==> src/rtl/regfile_wr_arbiter.sv <==
// regfile_wr_arbiter: shares the register-file write port between the pipeline (P) and the multi-cycle unit (M)
//
// P has fixed priority. M is forced through after STARVE_MAX consecutive blocked cycles.
// Ports:
//   clk, rst_n                     clock, asynchronous active-low reset
//   i_p_valid/i_p_addr/i_p_data    pipeline writeback request
//   o_p_ready                      pipeline request accepted this cycle (combinational)
//   i_m_valid/i_m_addr/i_m_data    multi-cycle unit write request
//   o_m_ready                      multi-cycle request accepted this cycle (combinational)
//   o_we3/o_a3/o_wd3               registered register-file write port
//   o_m_forced                     high while M is being forced through
module regfile_wr_arbiter #(
    parameter int DATA_W     = 32,
    parameter int ADDR_W     = 5,
    parameter int STARVE_MAX = 4
) (
    input  logic              clk,
    input  logic              rst_n,
    input  logic              i_p_valid,
    input  logic [ADDR_W-1:0] i_p_addr,
    input  logic [DATA_W-1:0] i_p_data,
    output logic              o_p_ready,
    input  logic              i_m_valid,
    input  logic [ADDR_W-1:0] i_m_addr,
    input  logic [DATA_W-1:0] i_m_data,
    output logic              o_m_ready,
    output logic              o_we3,
    output logic [ADDR_W-1:0] o_a3,
    output logic [DATA_W-1:0] o_wd3,
    output logic              o_m_forced
);
    localparam int CW = $clog2(STARVE_MAX + 1);
    localparam logic [CW-1:0] MAX = CW'(STARVE_MAX);
    logic [CW-1:0]     r_cnt;
    logic              w_force;
    logic              w_we;
    logic [ADDR_W-1:0] w_addr;
    logic [DATA_W-1:0] w_data;
    assign w_force    = r_cnt == MAX;
    assign o_p_ready  = i_p_valid && !w_force;
    assign o_m_ready  = i_m_valid && (w_force || !i_p_valid);
    assign o_m_forced = w_force;
    assign w_addr     = o_m_ready ? i_m_addr : i_p_addr;
    assign w_data     = o_m_ready ? i_m_data : i_p_data;
    // Grants to register 0 are accepted but never reach the write port.
    assign w_we       = (o_p_ready || o_m_ready) && (w_addr != '0);
    always_ff @(posedge clk or negedge rst_n) begin
        if (!rst_n) begin
            r_cnt <= '0;
            o_we3 <= 1'b0;
            o_a3  <= '0;
            o_wd3 <= '0;
        end else begin
            r_cnt <= (i_m_valid && !o_m_ready) ? (w_force ? r_cnt : r_cnt + 1'b1) : '0;
            o_we3 <= w_we;
            if (w_we) begin
                o_a3  <= w_addr;
                o_wd3 <= w_data;
            end
        end
    end
endmodule
==> config.mk <==
export PLATFORM = sky130hd
export DESIGN_NAME = regfile_wr_arbiter
export DESIGN_NICKNAME = d
export VERILOG_FILES = /design/src/rtl/regfile_wr_arbiter.sv
export SDC_FILE = /design/constraint.sdc
export NUM_CORES = 1
export LEC_CHECK = 0
export ABC_AREA = 1
export CAP_MARGIN = 25
export CORE_MARGIN = 2
export CORE_UTILIZATION = 38
export DETAILED_ROUTE_END_ITERATION = 16
export PLACE_DENSITY = 0.78
export SLEW_MARGIN = 25
export SYNTH_ARGS = -nofsm -noshare
export SYNTH_HDL_FRONTEND = slang
export SYNTH_SLANG_ARGS = --single-unit
export TNS_END_PERCENT = 1
==> constraint.sdc <==
create_clock -name clk -period 3.08 [get_ports clk]
set_input_delay 0.616 -clock clk [delete_from_list [all_inputs] [get_ports clk]]
set_output_delay 0.616 -clock clk [all_outputs]
set_load 0.005 [all_outputs]
# Yosys cells after proc, flatten, opt, wreduce, memory -nomap -nowiden
# Index checks and enable logic that the tools add are counted.
# word_totals
out_inout_bits	41
regBits	41
elab_cells	21
inputBits	78
# op_classes
reduce_logical	10
mux	4
n_addsub	1
eq_ne	2
# ops
operator	n
$mux 32	1
$mux 3	2
$mux 5	1
$reduce_bool 5->1	1
$logic_and 1x1->1	4
$add 3x1->3 const B	1
$eq 3x3->1 const B	1
$logic_not 1->1	3
$logic_or 1x1->1	2
$ne 2x2->1 const B	1

# Longest topological paths before layout
# Gate-level depths: netlist of the first run.
# depth
ltp_word	6
depth_mapped	14
depth_no_buf	12

# Worst setup path after synthesis of the first run
# No wires, ideal clock.
# synth_path
kind	flip-flop to output port
from	register r_cnt[0]
to	output port o_m_ready
path_buffers	2
stages_incl_launch_ff	9
required_time_ns	2.464
arrival_time_ns	1.219
path_slack_ns	1.245
path_cell_list	dfrtp_1 inv_1 ha_1 nand2_2 nand2_4 nand2_4 buf_6 inv_1 buf_2
# synth_between
elab_chain_len	3
# synth_lines
item	line_no	rtl
from (decl)	34	logic [CW-1:0] r_cnt;
from (signal assigned)	54	r_cnt <= (i_m_valid && !o_m_ready) ? (w_force ? r_cnt : r_cnt + 1'b1) : '0;
$eq 3x3->1	39	assign w_force = r_cnt == MAX;
$logic_or 1x1->1	41	assign o_m_ready = i_m_valid && (w_force || !i_p_valid);
$logic_and 1x1->1	41	
to (decl)	26	output logic o_m_ready,
# No other way between the ends.

# Worst setup path in the final report of the first run
# layout_path
from	input port i_m_valid
to	output port o_m_ready
# layout_between
elab_chain_len	1
# layout_lines
item	line_no	rtl
from (decl)	23	input logic i_m_valid,
$logic_and 1x1->1	41	
# No other way between the ends.

==> impl_metrics.env, run 1 <==
export IMPL_run_status="complete, no violations"
export IMPL_global_route_wire_length_before_repair_mm=9.177
export IMPL_worst_ep_arrival_time_ns=2.10
export IMPL_finalNonFillerCells=500
export IMPL_most_common_cell_after_layout_fill_and_taps_aside="sky130_fd_sc_hd__nand2_1"
export IMPL_netlist_area_sq_um=2230
export IMPL_yosysUniqueCellTypes=19
export IMPL_hpwlAfterDp_mm=4.217
export IMPL_achievable_frequency_mhz=368.2
export IMPL_postPlaceCellArea_sq_um=3420
export IMPL_power_mw=1.345
export IMPL_setup_reg_to_reg_worst_slack_ns=1.06
export IMPL_final_worst_clock_skew_ns=0.001520
export IMPL_crit_required_ns=2.46
export IMPL_syn_nets=394
export IMPL_max_slew_margin_rel=0.4065
export IMPL_synth_enable_flop_cells=0
export IMPL_fin_setup_tns_ns=0
export IMPL_place_congestion=0.8102
export IMPL_critical_setup_path_kind="in2out"
export IMPL_most_common_cell_type_on_the_critical_path="sky130_fd_sc_hd__clkdlybuf4s50_1"
export IMPL_max_cap_violations=0
export IMPL_mostFrequentLayoutCells="sky130_fd_sc_hd__nand2_1 (181), sky130_fd_sc_hd__clkdlybuf4s50_1 (117), sky130_fd_sc_hd__dfrtp_1 (41)"
export IMPL_cpMaxStageDelayCell="sky130_fd_sc_hd__clkdlybuf4s50_1"
export IMPL_postCtsSetupRepairBufs=0
export IMPL_horizontal_extent_of_the_die_microns=80.60
export IMPL_final_cell_area_sq_um=3500
export IMPL_final_period_minus_worst_setup_slack_ns=2.716
export IMPL_seq_area_frac_synth=0.4602
export IMPL_wl_mm=5.579
export IMPL_timing_hold_worst_class="in2async"
export IMPL_cts_inserted_buffers=5
export IMPL_synth_yosys_warnings=0
export IMPL_static_leakage_power_nw=1.803
export IMPL_die_height_microns=80.60
export IMPL_final_max_slew_violation_count=0
export IMPL_cts_sinks=41
export IMPL_largest_delay_contributor_family_on_the_critical_path="buffers and inverters"
export IMPL_tritoncts="built"
export IMPL_via_count_of_the_first_global_routing_pass=2059
export IMPL_timing_critical_path_fanout_max=24
export IMPL_root_buffer="sky130_fd_sc_hd__clkbuf_8"
export IMPL_routed_via_count=2218
export IMPL_layout_nets=507
export IMPL_final_layout_size_suffix_gt1_frac=0.03972
export IMPL_pin_count_of_the_biggest_net_entering_global_routing=42
export IMPL_design_core_area_sq_um=5574
export IMPL_grt_remaining_overflow=0
export IMPL_clock_tree_htree_level_count=2
export IMPL_setup_violations_final=0
export IMPL_max_clock_path_buffers=2
export IMPL_clk_latency_ns=0.28
export IMPL_ioPinCount=119
export IMPL_final_hold_violation_count=0
export IMPL_routed_via_density=4.436
export IMPL_worst_slew_pin_transition_ns=0.8902
export IMPL_drt_antenna_violating_nets=0
export IMPL_io_buffers=118
export IMPL_worst_slack_ns=0.3641
export IMPL_initial_utilization=0.4000
export IMPL_power_density_cell_area_nw_per_um2=384.2
export IMPL_drc=0
export IMPL_synth_seq_cells=41
export IMPL_clk_transition_reported_paths_ns=0.07
export IMPL_endpoint_kind="primary output"
export IMPL_gr_usage_all_layers=0.1814
export IMPL_cts_hold_repair_buffers=0
export IMPL_cts_resized=0
export IMPL_area_growth_synth_to_final_pct=56.96
export IMPL_vdd_drop_max_mv=0.1701
export IMPL_fin_crit_sh=0.8818
export IMPL_worstPathBufferInverterCount=3
export IMPL_synthArstFlopShare=1.000
export IMPL_detailedRoute_firstIterationViolations=103
export IMPL_cell_chain_of_the_critical_path="clkdlybuf4s50_1 > nand2_4 > inv_1 > clkdlybuf4s50_1"
export IMPL_floorplan_rows=27
export IMPL_synthesized_area_per_cell_sq_um=7.101
export IMPL_drtPass1Iterations=4
export IMPL_drt_wirelength_per_cell_microns=11.16
export IMPL_syn_instance_count=314
export IMPL_insertedDiodeCount=0
export IMPL_placement_setup_worst_slack_ns=0.3463
export IMPL_die_area_sq_um=6496
export IMPL_grt_setup_unrepaired="false"
export IMPL_cp_slowest_stage_delay_ns=0.64
export IMPL_synth_ff_type="sky130_fd_sc_hd__dfrtp_1"
export IMPL_timing_critical_path_from_type="primary input"
export IMPL_antenna_found_initial=0
export IMPL_dpl_cell_count=492
[layer usage]
layer  track usage  wire length (microns)  vias to the layer above
met5             0                      0                        -
met4       0.05593                     91                        0
met3       0.05955                    444                        8
met2        0.3283                   2811                       70
met1        0.2000                   2231                      957
li1              -                      -                     1183
[synth_stat cells, types with 2 or more instances]
| master | n | area share |
|---|---|---|
| sky130_fd_sc_hd__inv_1 | 18 | 0.030 |
| sky130_fd_sc_hd__dfrtp_1 | 41 | 0.46 |
| sky130_fd_sc_hd__nand3_1 | 39 | 0.088 |
| sky130_fd_sc_hd__clkbuf_1 | 6 | 0.010 |
| sky130_fd_sc_hd__ha_1 | 2 | 0.011 |
| sky130_fd_sc_hd__buf_2 | 4 | 0.0090 |
| sky130_fd_sc_hd__nand2_4 | 3 | 0.015 |
| sky130_fd_sc_hd__nand2_1 | 181 | 0.30 |
| sky130_fd_sc_hd__buf_6 | 7 | 0.035 |
| sky130_fd_sc_hd__nand3b_1 | 2 | 0.0067 |
| sky130_fd_sc_hd__nor2_1 | 2 | 0.0034 |
| sky130_fd_sc_hd__nor3_1 | 2 | 0.0045 |
[registers in the layout (all words and copies together), names as in the netlist]
| register | cells |
|---|---|
| o_a3 | 5 |
| r_cnt | 3 |
| o_wd3 | 32 |
| o_we3 | 1 |
[stage by stage]
stage | utilization | hold WS [ns]
3_5_place_dp | 0.6135 | 0.4580
6_report | 0.6278 | 0.4473
5_1_grt | 0.6278 | 0.4916
4_1_cts | 0.6278 | 0.4759
2_1_floorplan | - | 0.3204
3_3_place_gp | 0.6135 | 0.4522
[area by class of cell]
| class | count | area, sq um |
|---|---|---|
| clock buffer | 8 | 80.08 |
| tap | 72 | 90.09 |
| inverter | 19 | 71.32 |
| sequential | 41 | 1026 |
| multi-input combinational | 237 | 1018 |
| fill | 532 | 2074 |
| timing repair buffer | 123 | 1214 |
[worst paths after layout]
path | depth (start not counted) | startpoint | end
min reg2reg | 2 | o_a3[3]$_DFFE_PN0P_ | o_a3[3]$_DFFE_PN0P_
max in group asynchronous | 1 | rst_n | o_a3[3]$_DFFE_PN0P_
min | 1 | rst_n | r_cnt[2]$_DFFE_PN0P_
max reg2reg | 10 | r_cnt[0]$_DFFE_PN0P_ | o_wd3[25]$_DFFE_PN0P_
min in group clk | 2 | o_a3[3]$_DFFE_PN0P_ | o_a3[3]$_DFFE_PN0P_
max | 4 | i_m_valid | o_m_ready
[kinds of logic (layout without fill, tap and decap cells)]
group           count (synthesis)  after routing  synth area share
simple gates                  232            232            0.4310
xor+xnor                        1              1          0.003929
buf+inv                        36            150           0.08642
flops                          41             41            0.4602
compound gates                  2              2          0.007293
fa+ha+maj                       2              2           0.01122
[worst register-to-register path, stage by stage, from the launching register on]
cell and delay (ns):
sky130_fd_sc_hd__dfrtp_1 0.40, sky130_fd_sc_hd__inv_1 0.06, sky130_fd_sc_hd__ha_1 0.16, sky130_fd_sc_hd__nand2_2 0.08, sky130_fd_sc_hd__nand2_4 0.12, sky130_fd_sc_hd__inv_1 0.07, sky130_fd_sc_hd__nor2_1 0.17, sky130_fd_sc_hd__clkinv_1 0.33
sky130_fd_sc_hd__buf_4 0.34, sky130_fd_sc_hd__nand3_1 0.12, sky130_fd_sc_hd__nand2_1 0.06
[power by group]
group,internal [mW],switching (mW)
sequential,0.596,0.0290
combinational,0.239,0.151
clock,0.161,0.169
total,0.995,0.350
Power figures use the tool's default switching activity.
==> inputs of run 2 (changes only) <==
--- a/config.mk
+++ b/config.mk
@@ -10,7 +10,7 @@
 export CORE_MARGIN = 2
 export CORE_UTILIZATION = 38
 export DETAILED_ROUTE_END_ITERATION = 16
-export PLACE_DENSITY = 0.78
+export DONT_BUFFER_PORTS = 1
 export SLEW_MARGIN = 25
 export SYNTH_ARGS = -nofsm -noshare
 export SYNTH_HDL_FRONTEND = slang
==> constraint.sdc (replaced) <==
create_clock -name clk -period 3 [get_ports clk]
set_input_delay 0.6 -clock clk [delete_from_list [all_inputs] [get_ports clk]]
set_output_delay 0.6 -clock clk [all_outputs]
set_load 0.005 [all_outputs]
==> impl_metrics.env, run 2 (synthesized netlist as in run 1, its figures left out) <==
export IMPL_run_status="complete, no violations"
export IMPL_area_growth_synth_to_final_pct=6.959
export IMPL_achievable_frequency_mhz=420.7
export IMPL_total_switching_power_mw=0.3399
export IMPL_crit_required_ns=3.23
export IMPL_clk_transition_reported_paths_ns=0.07
export IMPL_wl_mm=5.068
export IMPL_antenna_found_initial=0
export IMPL_regMostFlops="o_wd3"
export IMPL_grt_setup_unrepaired="false"
export IMPL_max_cap_violations=0
export IMPL_die_height_microns=80.60
export IMPL_final_hold_violation_count=0
export IMPL_max_clock_path_buffers=2
export IMPL_grt_remaining_overflow=0
export IMPL_gr_usage_all_layers=0.1590
export IMPL_finalNonFillerCells=382
export IMPL_cts_sinks=41
export IMPL_worst_slew_pin_transition_ns=0.5558
export IMPL_final_worst_clock_skew_ns=0.003225
export IMPL_final_period_minus_worst_setup_slack_ns=2.377
export IMPL_io_buffers=0
export IMPL_timing_hold_worst_class="in2async"
export IMPL_routed_via_count=1843
export IMPL_clkPwrFrac=0.351
export IMPL_drtPass1Iterations=4
export IMPL_most_common_cell_after_layout_fill_and_taps_aside="sky130_fd_sc_hd__nand2_1"
export IMPL_critical_setup_path_kind="reg2reg"
export IMPL_combinationalPowerShare=0.135
export IMPL_max_slew_margin_rel=0.6285
export IMPL_horizontal_extent_of_the_die_microns=80.60
export IMPL_timing_critical_path_from_type="register"
export IMPL_fin_setup_tns_ns=0
export IMPL_clock_tree_htree_level_count=2
export IMPL_netSwitchingFraction=0.2635
export IMPL_global_route_wire_length_before_repair_mm=7.817
export IMPL_postCtsSetupRepairBufs=0
export IMPL_timing_critical_path_fanout_max=39
export IMPL_floorplan_rows=27
export IMPL_cts_inserted_buffers=5
export IMPL_power_frac_seq=0.514
export IMPL_mostFrequentLayoutCells="sky130_fd_sc_hd__nand2_1 (181), sky130_fd_sc_hd__dfrtp_1 (41), sky130_fd_sc_hd__nand3_1 (39)"
export IMPL_power_mw=1.290
export IMPL_final_fill_count=597
export IMPL_hpwlAfterDp_mm=3.578
export IMPL_setup_violations_final=0
export IMPL_via_count_of_the_first_global_routing_pass=1611
export IMPL_place_congestion=0.7720
export IMPL_dpl_cell_count=373
export IMPL_final_max_slew_violation_count=0
export IMPL_routed_via_density=4.825
export IMPL_largest_register_ffs=32
export IMPL_die_area_sq_um=6496
export IMPL_insertedDiodeCount=0
export IMPL_layout_nets=389
export IMPL_power_density_cell_area_nw_per_um2=540.8
export IMPL_tritoncts="built"
export IMPL_static_leakage_power_nw=1.372
export IMPL_pin_count_of_the_biggest_net_entering_global_routing=42
export IMPL_vdd_drop_max_mv=0.2581
export IMPL_fin_crit_sh=0.7924
export IMPL_root_buffer="sky130_fd_sc_hd__clkbuf_8"
export IMPL_largestRegisters="o_wd3 x32, o_a3 x5, r_cnt x3"
export IMPL_drc=0
export IMPL_detailedRoute_firstIterationViolations=71
export IMPL_endpoint_kind="register"
export IMPL_intPower_mw=0.9499
export IMPL_initial_utilization=0.4000
export IMPL_worst_ep_arrival_time_ns=2.61
export IMPL_design_core_area_sq_um=5574
export IMPL_drt_wirelength_per_cell_microns=13.27
export IMPL_final_layout_size_suffix_gt1_frac=0.05806
export IMPL_ioPinCount=119
export IMPL_cts_resized=0
export IMPL_clk_latency_ns=0.29
export IMPL_drt_antenna_violating_nets=0
[run 2: changes by cell type in the layout (fill, tap and decap cells not counted), sizes merged]
cell	before	now
clkdlybuf4s50	117	0
clkbuf	8	7
buf	6	5
bufinv	0	1
[run 2: power by group through the flow]
| stage | sequential, mW | combinational [mW] | clock (mW) |
|---|---|---|---|
| 2_1_floorplan | 0.657 | 0.142 | 0 |
| 6_report | 0.663 | 0.175 | 0.452 |
| 4_1_cts | 0.664 | 0.179 | 0.473 |
| 5_1_grt | 0.669 | 0.207 | 0.491 |
| 3_3_place_gp | 0.675 | 0.161 | 0 |
| 3_5_place_dp | 0.675 | 0.165 | 0 |
[run 2: area by class of cell]
class,count,area [sq um],share of cell area
inverter,19,71.32,0.02991
clock buffer,7,86.33,0.03620
sequential,41,1026,0.4302
multi-input combinational,237,1018,0.4271
clock inverter,1,30.03,0.01259
timing repair buffer,5,62.56,0.02623
tap,72,90.09,0.03778
[run 2: final timing paths]
check | start | endpoint | slack, ns | cells after the start
setup / recovery | r_cnt[0]$_DFFE_PN0P_ | o_a3[3]$_DFFE_PN0P_ | 0.62 | 12
hold / removal | rst_n | r_cnt[0]$_DFFE_PN0P_ | 0.14 | 1
setup reg to reg | r_cnt[0]$_DFFE_PN0P_ | o_a3[3]$_DFFE_PN0P_ | 0.62 | 12
hold reg to reg | r_cnt[0]$_DFFE_PN0P_ | r_cnt[0]$_DFFE_PN0P_ | 0.47 | 1
max in group asynchronous | rst_n | o_a3[3]$_DFFE_PN0P_ | 2.65 | 1
min in group clk | r_cnt[0]$_DFFE_PN0P_ | r_cnt[0]$_DFFE_PN0P_ | 0.47 | 1
[run 2: metal layers]
layer  GRT usage  wire (microns)  vias up
met2      0.2642            2471       67
li1            -               -      950
met1      0.1879            2074      818
met3     0.05393             429        8
met5           0               0        -
met4     0.06441              92        0
[run 2: worst max-delay path: stages (launching register included)]
cell	delay, ns
sky130_fd_sc_hd__dfrtp_1	0.37
sky130_fd_sc_hd__inv_1	0.05
sky130_fd_sc_hd__ha_1	0.20
sky130_fd_sc_hd__nand2_2	0.09
sky130_fd_sc_hd__nand2_4	0.09
sky130_fd_sc_hd__nand2_4	0.32
sky130_fd_sc_hd__nand2_1	0.08
sky130_fd_sc_hd__o21ai_1	0.14
sky130_fd_sc_hd__nand2_1	0.14
sky130_fd_sc_hd__o21bai_4	0.50
sky130_fd_sc_hd__buf_12	0.22
sky130_fd_sc_hd__nand2_1	0.06
sky130_fd_sc_hd__nand2_1	0.05
[run 2: through the flow]
stage / util / hold slack (ns) / worst slack, ns / cell area (sq um)
after floorplan: - / 0.3044 / 1.181 / 2230
after global placement: 0.4034 / 0.3054 / 0.6663 / 2248
after detailed placement: 0.4034 / 0.3054 / 0.6007 / 2248
after CTS: 0.4278 / 0.1440 / 0.5761 / 2385
after global routing: 0.4278 / 0.1460 / 0.3442 / 2385
final: 0.4278 / 0.1405 / 0.6228 / 2385
[run 2: repair_timing]
action	4_1_cts	5_1_grt
hold buffers	1	0
endpoints found under the hold margin	41	0
endpoints found under the setup margin	0	0
==> inputs of run 3 (changes only) <==
==> constraint.sdc (replaced) <==
create_clock -name clk -period 2.4 [get_ports clk]
set_input_delay 0.48 -clock clk [delete_from_list [all_inputs] [get_ports clk]]
set_output_delay 0.48 -clock clk [all_outputs]
set_load 0.005 [all_outputs]
==> impl_metrics.env, run 3 (synthesized netlist as in run 1, its figures left out) <==
export IMPL_cts_sinks=41
export IMPL_hold_slack_ns=0.02626
export IMPL_cts_inserted_buffers=5
export IMPL_initial_utilization=0.4000
export IMPL_regMostFlops="o_wd3"
export IMPL_floorplan_rows=27
export IMPL_final_fill_count=594
export IMPL_place_congestion=0.7771
export IMPL_horizontal_extent_of_the_die_microns=80.60
export IMPL_timing_critical_path_from_type="register"
export IMPL_routed_via_density=4.831
export IMPL_setup_reg_to_reg_worst_slack_ns=0.36
export IMPL_drt_antenna_violating_nets=0
export IMPL_global_route_wire_length_before_repair_mm=8.362
export IMPL_mostFrequentLayoutCells="sky130_fd_sc_hd__nand2_1 (181), sky130_fd_sc_hd__dfrtp_1 (41), sky130_fd_sc_hd__nand3_1 (39)"
export IMPL_most_common_cell_after_layout_fill_and_taps_aside="sky130_fd_sc_hd__nand2_1"
export IMPL_timing_hold_worst_class="in2async"
export IMPL_worst_slew_pin_transition_ns=0.3666
export IMPL_pin_count_of_the_biggest_net_entering_global_routing=42
export IMPL_gr_usage_all_layers=0.1683
export IMPL_root_buffer="sky130_fd_sc_hd__clkbuf_8"
export IMPL_layout_nets=392
export IMPL_clk_latency_ns=0.29
export IMPL_final_layout_size_suffix_gt1_frac=0.06731
export IMPL_wl_mm=5.235
export IMPL_crit_required_ns=1.92
export IMPL_static_leakage_power_nw=1.379
export IMPL_io_buffers=0
export IMPL_final_worst_clock_skew_ns=0.004054
export IMPL_die_height_microns=80.60
export IMPL_final_hold_violation_count=0
export IMPL_postCtsSetupRepairBufs=0
export IMPL_hpwlAfterDp_mm=3.747
export IMPL_endpoint_kind="primary output"
export IMPL_fin_crit_sh=0.9175
export IMPL_fin_setup_tns_ns=0
export IMPL_timing_critical_path_fanout_max=20
export IMPL_final_max_slew_violation_count=0
export IMPL_largestRegisters="o_wd3 x32, o_a3 x5, r_cnt x3"
export IMPL_power_density_cell_area_nw_per_um2=664.8
export IMPL_area_growth_synth_to_final_pct=6.846
export IMPL_worst_ep_arrival_time_ns=1.72
export IMPL_die_area_sq_um=6496
export IMPL_clock_tree_htree_level_count=2
export IMPL_setup_violations_final=0
export IMPL_antenna_found_initial=0
export IMPL_tritoncts="built"
export IMPL_drc=0
export IMPL_max_clock_path_buffers=2
export IMPL_insertedDiodeCount=0
export IMPL_drt_wirelength_per_cell_microns=13.63
export IMPL_final_period_minus_worst_setup_slack_ns=2.202
export IMPL_run_status="complete, no violations"
export IMPL_routed_via_count=1855
export IMPL_reg2reg_from="r_cnt[0]$_DFFE_PN0P_"
export IMPL_via_count_of_the_first_global_routing_pass=1782
export IMPL_achievable_frequency_mhz=454.1
export IMPL_detailedRoute_firstIterationViolations=56
export IMPL_largest_register_ffs=32
export IMPL_ioPinCount=119
export IMPL_max_slew_margin_rel=0.7554
export IMPL_grt_setup_unrepaired="false"
export IMPL_clk_transition_reported_paths_ns=0.07
export IMPL_vdd_drop_max_mv=0.3110
export IMPL_max_cap_violations=0
export IMPL_timing_critical_path_from="r_cnt[0]$_DFFE_PN0P_"
export IMPL_drtPass1Iterations=4
export IMPL_design_core_area_sq_um=5574
export IMPL_critical_setup_path_kind="reg2out"
export IMPL_grt_remaining_overflow=0
[run 3: power by group]
group          internal [mW]  total [mW]  switching (mW)
Sequential             0.765       0.826          0.0616
Clock                  0.302       0.536           0.234
Combinational         0.0843       0.222           0.137
Total                   1.15        1.58           0.432
[run 3: final cells by class]
type / instances / area [sq um] / area share
Sequential cell: 41 / 1026 / 0.4307
Multi-Input combinational cell: 237 / 1018 / 0.4275
Tap cell: 72 / 90.09 / 0.03782
Timing Repair Buffer: 8 / 72.57 / 0.03046
Inverter: 19 / 71.32 / 0.02994
Clock buffer: 5 / 68.82 / 0.02889
Clock inverter: 2 / 35.03 / 0.01471
[run 3: per-stage QoR]
stage	std cells	cell area, sq um	worst slack, ns	utilization	power, mW
finish	384	2382	0.1980	0.4274	1.584
global route	384	2382	0.04646	0.4274	1.691
CTS	384	2382	0.1793	0.4274	1.618
detailed placement	376	2258	0.3548	0.4052	1.052
global placement	376	2258	0.4453	0.4052	1.045
floorplan	314	2230	0.6812	-	0.9990
[run 3: path summary, 6_finish.rpt]
check / end / cells after the start
max: o_m_ready / 7
min: r_cnt[0]$_DFFE_PN0P_ / 1
max reg2reg: o_wd3[23]$_DFFE_PN0P_ / 12
min reg2reg: r_cnt[0]$_DFFE_PN0P_ / 1
max in group asynchronous: o_wd3[22]$_DFFE_PN0P_ / 1
min in group clk: r_cnt[2]$_DFFE_PN0P_ / 2
[run 3: what timing repair did]
item                      4_1_cts  5_1_grt
hold buffers                    1        0
resized for setup               0        0
hold endpoints to repair       41        0
[run 3: metal layers]
metal,track usage,routed length (microns),vias up
li1,-,-,954
met1,0.2018,2220,831
met2,0.2858,2541,65
met3,0.04831,402,5
met4,0.06102,71,0
met5,0,0,-
[run 3: worst max-delay path, stage by stage, from the launching register on]
cell	delay, ns
sky130_fd_sc_hd__dfrtp_1	0.41
sky130_fd_sc_hd__inv_1	0.07
sky130_fd_sc_hd__ha_1	0.16
sky130_fd_sc_hd__nand2_2	0.08
sky130_fd_sc_hd__nand2_4	0.12
sky130_fd_sc_hd__nand2_4	0.15
sky130_fd_sc_hd__inv_1	0.25
sky130_fd_sc_hd__buf_4	0.20
